### config.mk
export PLATFORM = sky130hd
export DESIGN_NAME = button_debounce_edge
export DESIGN_NICKNAME = d
export VERILOG_FILES = /design/src/rtl/button_debounce_edge.sv
export SDC_FILE = /design/constraint.sdc
export NUM_CORES = 1
export LEC_CHECK = 0
export ABC_AREA = 1
export BUFFER_PORTS_ARGS = -buffer_cell sky130_fd_sc_hd__buf_2
export CAP_MARGIN = 20
export CORE_ASPECT_RATIO = 1.25
export CORE_MARGIN = 1
export CORE_UTILIZATION = 40
export DETAILED_ROUTE_END_ITERATION = 12
export PLACE_DENSITY = 0.58
export RECOVER_POWER = 50
export SYNTH_ARGS = -nofsm -noshare
export SYNTH_HDL_FRONTEND = slang
export SYNTH_SLANG_ARGS = --single-unit
### constraint.sdc
create_clock -name clk -period 4.19 [get_ports clk]
set_clock_uncertainty 0.05 [all_clocks]
set_input_delay 0 -clock clk [delete_from_list [all_inputs] [get_ports clk]]
set_output_delay 0 -clock clk [all_outputs]
set_load 0.01 [all_outputs]
### src/rtl/button_debounce_edge.sv
// ---------------------------------------------------------------------------
// button_debounce_edge
//   Conditions the raw board push-button for the Gray counter. The pin is
//   synchronised into the clk domain. A level change is accepted only after
//   DEBOUNCE_CYCLES consecutive stable samples. Accepted changes produce a
//   clean level plus registered one-cycle press/release strobes.
//
// Ports
//   clk            in   system clock
//   rst            in   asynchronous, active-high reset
//   button_in      in   raw button pin, asynchronous to clk
//   button_state   out  debounced level, 1 = pressed
//   button_posedge out  one-cycle strobe on accepted press
//   button_negedge out  one-cycle strobe on accepted release
//
// Parameters
//   DEBOUNCE_CYCLES  stable cycles needed to accept a change (1 .. 2^CNT_W)
//   CNT_W            stability counter width
//   SYNC_STAGES      synchroniser depth, minimum 2
//   ACTIVE_LOW       1 = pin reads 0 when pressed
// ---------------------------------------------------------------------------
module button_debounce_edge #(
    parameter int DEBOUNCE_CYCLES = 1000000,
    parameter int CNT_W           = 24,
    parameter int SYNC_STAGES     = 2,
    parameter int ACTIVE_LOW      = 0
) (
    input  logic clk,
    input  logic rst,
    input  logic button_in,
    output logic button_state,
    output logic button_posedge,
    output logic button_negedge
);

    localparam logic [CNT_W-1:0] CNT_LAST = CNT_W'(DEBOUNCE_CYCLES - 1);
    localparam logic [CNT_W-1:0] CNT_ONE  = CNT_W'(1);

    typedef enum logic [1:0] {
        IDLE        = 2'd0,
        ARM_PRESS   = 2'd1,
        PRESSED     = 2'd2,
        ARM_RELEASE = 2'd3
    } state_t;

    logic                   w_b;
    logic [SYNC_STAGES-1:0] r_sync;
    logic                   w_sync;

    state_t                 r_state;
    state_t                 w_state_nxt;
    logic [CNT_W-1:0]       r_cnt;
    logic [CNT_W-1:0]       w_cnt_nxt;
    logic                   r_pos;
    logic                   r_neg;
    logic                   w_pos_nxt;
    logic                   w_neg_nxt;

    // Normalise polarity so that 1 always means pressed downstream.
    assign w_b = button_in ^ (ACTIVE_LOW != 0);

    // Synchroniser chain. It resets to 0 (released) so that a button held
    // through reset is seen as a fresh press once reset lifts.
    always_ff @(posedge clk or posedge rst) begin
        if (rst) begin
            r_sync <= '0;
        end else begin
            r_sync <= {r_sync[SYNC_STAGES-2:0], w_b};
        end
    end

    assign w_sync = r_sync[SYNC_STAGES-1];

    // State, counter and strobe registers.
    always_ff @(posedge clk or posedge rst) begin
        if (rst) begin
            r_state <= IDLE;
            r_cnt   <= '0;
            r_pos   <= 1'b0;
            r_neg   <= 1'b0;
        end else begin
            r_state <= w_state_nxt;
            r_cnt   <= w_cnt_nxt;
            r_pos   <= w_pos_nxt;
            r_neg   <= w_neg_nxt;
        end
    end

    // Next-state logic. The counter runs only in the ARM_* states. Any sample
    // back at the old level returns the FSM to the stable state, so the next
    // attempt restarts from 0. The counter stops at CNT_LAST and never wraps.
    always_comb begin
        w_state_nxt = r_state;
        w_cnt_nxt   = r_cnt;
        w_pos_nxt   = 1'b0;
        w_neg_nxt   = 1'b0;
        unique case (r_state)
            IDLE: begin
                if (w_sync) begin
                    w_state_nxt = ARM_PRESS;
                    w_cnt_nxt   = '0;
                end
            end
            ARM_PRESS: begin
                if (!w_sync) begin
                    w_state_nxt = IDLE;
                end else if (r_cnt == CNT_LAST) begin
                    w_state_nxt = PRESSED;
                    w_pos_nxt   = 1'b1;
                end else begin
                    w_cnt_nxt   = r_cnt + CNT_ONE;
                end
            end
            PRESSED: begin
                if (!w_sync) begin
                    w_state_nxt = ARM_RELEASE;
                    w_cnt_nxt   = '0;
                end
            end
            ARM_RELEASE: begin
                if (w_sync) begin
                    w_state_nxt = PRESSED;
                end else if (r_cnt == CNT_LAST) begin
                    w_state_nxt = IDLE;
                    w_neg_nxt   = 1'b1;
                end else begin
                    w_cnt_nxt   = r_cnt + CNT_ONE;
                end
            end
            default: begin
                w_state_nxt = IDLE;
                w_cnt_nxt   = '0;
            end
        endcase
    end

    // The level is decoded from the registered state. It therefore changes on
    // the same edge that raises the matching strobe.
    assign button_state   = (r_state == PRESSED) || (r_state == ARM_RELEASE);
    assign button_posedge = r_pos;
    assign button_negedge = r_neg;

endmodule

# Yosys cells after proc, flatten, opt, wreduce, memory -nomap -nowiden
# Cells that the tools add are included.
# Widths: inputs -> output; s select.
[word_totals] register_bits=30 output_inout_bits=3 elab_cells=38
[classes] add_sub_neg=1 n_eq_ne=10 muxes=18 reduce_logical=4
[op_table] cell="$mux 24" n=5
[op_table] cell="$pmux 24 s4" n=1
[op_table] cell="$add 24x1->24 const B" n=1
[op_table] cell="$eq 24x20->1 const B" n=1
[op_table] cell="$mux 2" n=6
[op_table] cell="$ne 2x2->1 const B" n=4
[op_table] cell="$pmux 2 s4" n=1
[op_table] cell="$reduce_and 4->1" n=2
[op_table] cell="$ne 3x3->1 const B" n=2
[op_table] cell="$mux 1" n=5
[op_table] cell="$eq 2x2->1 const B" n=2
[op_table] cell="$eq 2x1->1 const B" n=1
[op_table] cell="$logic_not 2->1" n=1
[op_table] cell="$logic_or 1x1->1" n=1

# Depth between registers and ports, before layout
[depth] word_depth=4 depth_mapped=10 ltp_nobuf=10

# Worst setup path after synthesis
# Ideal clock, no wire load.
[synth_path] path_kind="register -> register" from="reg r_cnt[0]" to="reg r_cnt[2]" setup_time_ns=0.117 t_arrival_ns=1.461 slack_ns=2.562 stages_incl_launch_ff=10 path_cell_list="dfrtp_1 ha_1 nand3_2 nor2_4 nand3_2 nand2_4 nand2_4 buf_6 nand3_1 nand2_1"
[synth_between] elab_chain_len=4 elab_cells_between_ends=6 cone_classes="add/sub (1); eq/ne (1); mux (4)"
[synth_lines] element="start, declared" line_no="52" text="logic [CNT_W-1:0] r_cnt;"
[synth_lines] element="start signal, assigned" line_no="83" text="r_cnt <= w_cnt_nxt;"
[synth_lines] element="$add 24x1->24 / $eq 24x20->1 (equally long branches)"
[synth_lines] element="$mux 24 (*)" line_no="107, 123"
[synth_lines] element="$mux 24 (on tied branches)" line_no="121, 105"
[synth_lines] element="$pmux 24 s4 (*)" line_no="97" text="unique case (r_state)"
# Mark *: on every way between the ends. The rest lies on a longest branch, timed or not. The select of a mux whose other input is x is not followed.
# A chain may end at the register's enable or synchronous reset.

# Final worst setup path
[layout_path] from="reg r_cnt[0]" to="reg r_cnt[17]"
# The elaborated chain is that of the path after synthesis.

==> results.json <==
{
  "worstSetupEndpointType": "register",
  "crit_buf_inv": 0,
  "wl_per_cell_um": 12.8,
  "start_util_pct": 42.4,
  "cts_sinks": 30,
  "cap_violations": 1,
  "status": "complete, but fails checks",
  "n_antenna_cell": 0,
  "fmax_mhz": 514,
  "ys_warn_count": 0,
  "avgSynthCellArea_um2": 7.17,
  "hold_viol_final": 0,
  "fp.dieW_um": 63.5,
  "cts_root_buf": "clkbuf_8",
  "setup-tns-final_ns": 0,
  "ys_seq_area_share_pct": 39.7,
  "power.density_mw_per_mm2": 278,
  "antenna_found_initial": 0,
  "core_area_mm2": 0.00446,
  "worstHoldPathType": "register to register",
  "cp_slowest_cell": "dfrtp_1",
  "start_kind": "register",
  "power.leakage_uw": 0.000907,
  "ys_types": 27,
  "rsz0062_at_grt": "no",
  "postRouteAntennaNets": 0,
  "drt_wl_total_mm": 4.24,
  "syn_area_mm2": 0.00189,
  "grt_pass1_wl_mm": 7.56,
  "ir_drop_mv": 0.141,
  "vias_per_cell": 5.02,
  "port_buffers": 5,
  "cts.clk_slew.worst_paths_ns": 0.06,
  "slowest_delay_ns": 0.43,
  "crit_family": "simple AND/OR/NAND/NOR gates",
  "layout.nets": 276,
  "cts_buffers": 5,
  "fin_crit_ns": 1.95,
  "synthCells": 264,
  "io_pins": 6,
  "tightestPinTransition_ns": 1.62,
  "path_cells": "ha_1 > nand3_2 > nor2_4 > nand4_2 > nand2_2 > o21ai_0",
  "cp.arrival_ns": 2.04,
  "route.detailed.drc": 0,
  "layout_commonest_cell": "nand2_1",
  "place.gp.congestion": 0.828,
  "required_ns": 4.28,
  "setup_viol": 0,
  "dr.pass1.iters": 4,
  "clockBufferDepth": 2,
  "slew_headroom_pct": -7.89,
  "violations": "max-capacitance violations, max-slew violations",
  "drive_gt1_share_pct": 11.0,
  "area_delta_synth_final_pct": 7.67,
  "die_area_mm2": 0.00501,
  "clk_latency_ns": 0.28,
  "htree_levels": 2,
  "crit_fanout": 22,
  "n_fill_cell": 488,
  "core.rowCount": 27,
  "finalCritPeriodShare_pct": 46.4,
  "finalMaxSlewViolations": 31,
  "syn_nets": 268,
  "grt_start_max_net_pins": 31,
  "num_vias": 1657,
  "cts-resized-gates": 0,
  "grt.overflow.total": 0,
  "track_usage_pct": 19.6,
  "cts_tree": "done",
  "initialDrtViolationCount": 81,
  "critPathKind": "register to register",
  "p_total_uw": 566,
  "chipHeight_um": 78.9,
  "grt_pass1_vias": 1579,
  "mostFrequentLayoutCells": "nand2_1 (82), nor2_1 (41), dfrtp_1 (30)",
  "dp_hpwl_mm": 3.08,
  "ys_ff_latch": 30
}
==> stage by stage <==
stage               instance area, µm²  hold WS, ns  utilization [%]  setup WS (ns)  std cells
global placement                  1940       0.0503             43.6           2.31        321
floorplan                         1890      -0.0186                -           2.56        264
detailed placement                1940       0.0503             43.6           2.24        321
global route                      2040        0.311             45.7           2.00        330
CTS                               2040        0.298             45.8           2.23        330
finish                            2040        0.298             45.7           2.24        330
==> cell type report <==
cell class / count / area (µm²) / share of cell area (%)
Clock buffer: 7 / 76.3 / 3.75
Inverter: 28 / 105 / 5.16
Multi-Input combinational cell: 199 / 983 / 48.3
Sequential cell: 30 / 751 / 36.9
Tap cell: 58 / 72.6 / 3.56
Timing Repair Buffer: 8 / 48.8 / 2.40
==> registers in the layout (all words and copies together), names as in the netlist, named ones only <==
name,count
r_cnt,24
r_sync,2
button_negedge,1
button_posedge,1
r_state,1
==> cells by family after synthesis <==
family	count (synthesis)	synth area share, %
flip-flops	30	39.7
AND/OR/NAND/NOR	169	39.8
AO/OA/AOI/OAI	18	6.42
adder cells (fa/ha/maj)	1	0.661
buffers and inverters	35	8.33
XOR/XNOR	11	5.09
==> repair_timing <==
item                                   in CTS  in global routing
endpoints found under the hold margin      31                  0
buffers inserted                            0                  0
hold buffers                                2                  0
==> cells in the mapped netlist <==
library cell  number  area, µm²
o21bai_1           2       15.0
xor2_1            10       87.6
nand4_2            1       12.5
clkbuf_1           1       3.75
nand2_1           82        308
ha_1               1       12.5
inv_1             24       90.1
nor3_1             3       15.0
inv_2              4       15.0
nor3_2             1       10.0
o21ai_2            1       8.76
dfrtp_1           30        751
nand2_2            3       18.8
nor2_1            41        154
buf_6              3       33.8
nand4_1            7       43.8
xnor2_1            1       8.76
nor2_2             1       6.26
o22ai_2            3       37.5
o21ai_0            7       35.0
nand3_1           24        120
o21ai_1            4       20.0
nand2_4            2       22.5
buf_2              3       15.0
nand3_2            2       20.0
nor2_4             2       22.5
a21oi_1            1       5.00
==> routing by layer <==
| metal | vias to the layer above | track usage, % | part of all wire, % |
|---|---|---|---|
| li1 | 844 | - | - |
| met1 | 782 | 24.5 | 46 |
| met3 | 6 | 3.88 | 2.6 |
| met4 | 0 | 7.50 | 1.7 |
| met5 | - | 0 | 0 |
| met2 | 25 | 32.9 | 49 |
==> final timing paths <==
path                            startpoint        end  slack [ns]  cells after the start
worst max-delay path              r_cnt[0]  r_cnt[17]        2.24                      6
max in group asynchronous              rst  r_cnt[19]        2.37                      4
worst min-delay path             r_sync[0]  r_sync[1]        0.30                      0
worst max register to register    r_cnt[0]  r_cnt[17]        2.24                      6
min in group asynchronous              rst   r_cnt[4]        0.78                      4
worst min register to register   r_sync[0]  r_sync[1]        0.30                      0
==> report_power, final <==
group / total, µW / switching, µW / internal, µW / leakage [µW]
Combinational: 43.7 / 32.4 / 11.3 / 0.000458
Clock: 215 / 101 / 114 / 0.0000383
Sequential: 308 / 11.2 / 297 / 0.000411
(Power assumes the default switching activity.)
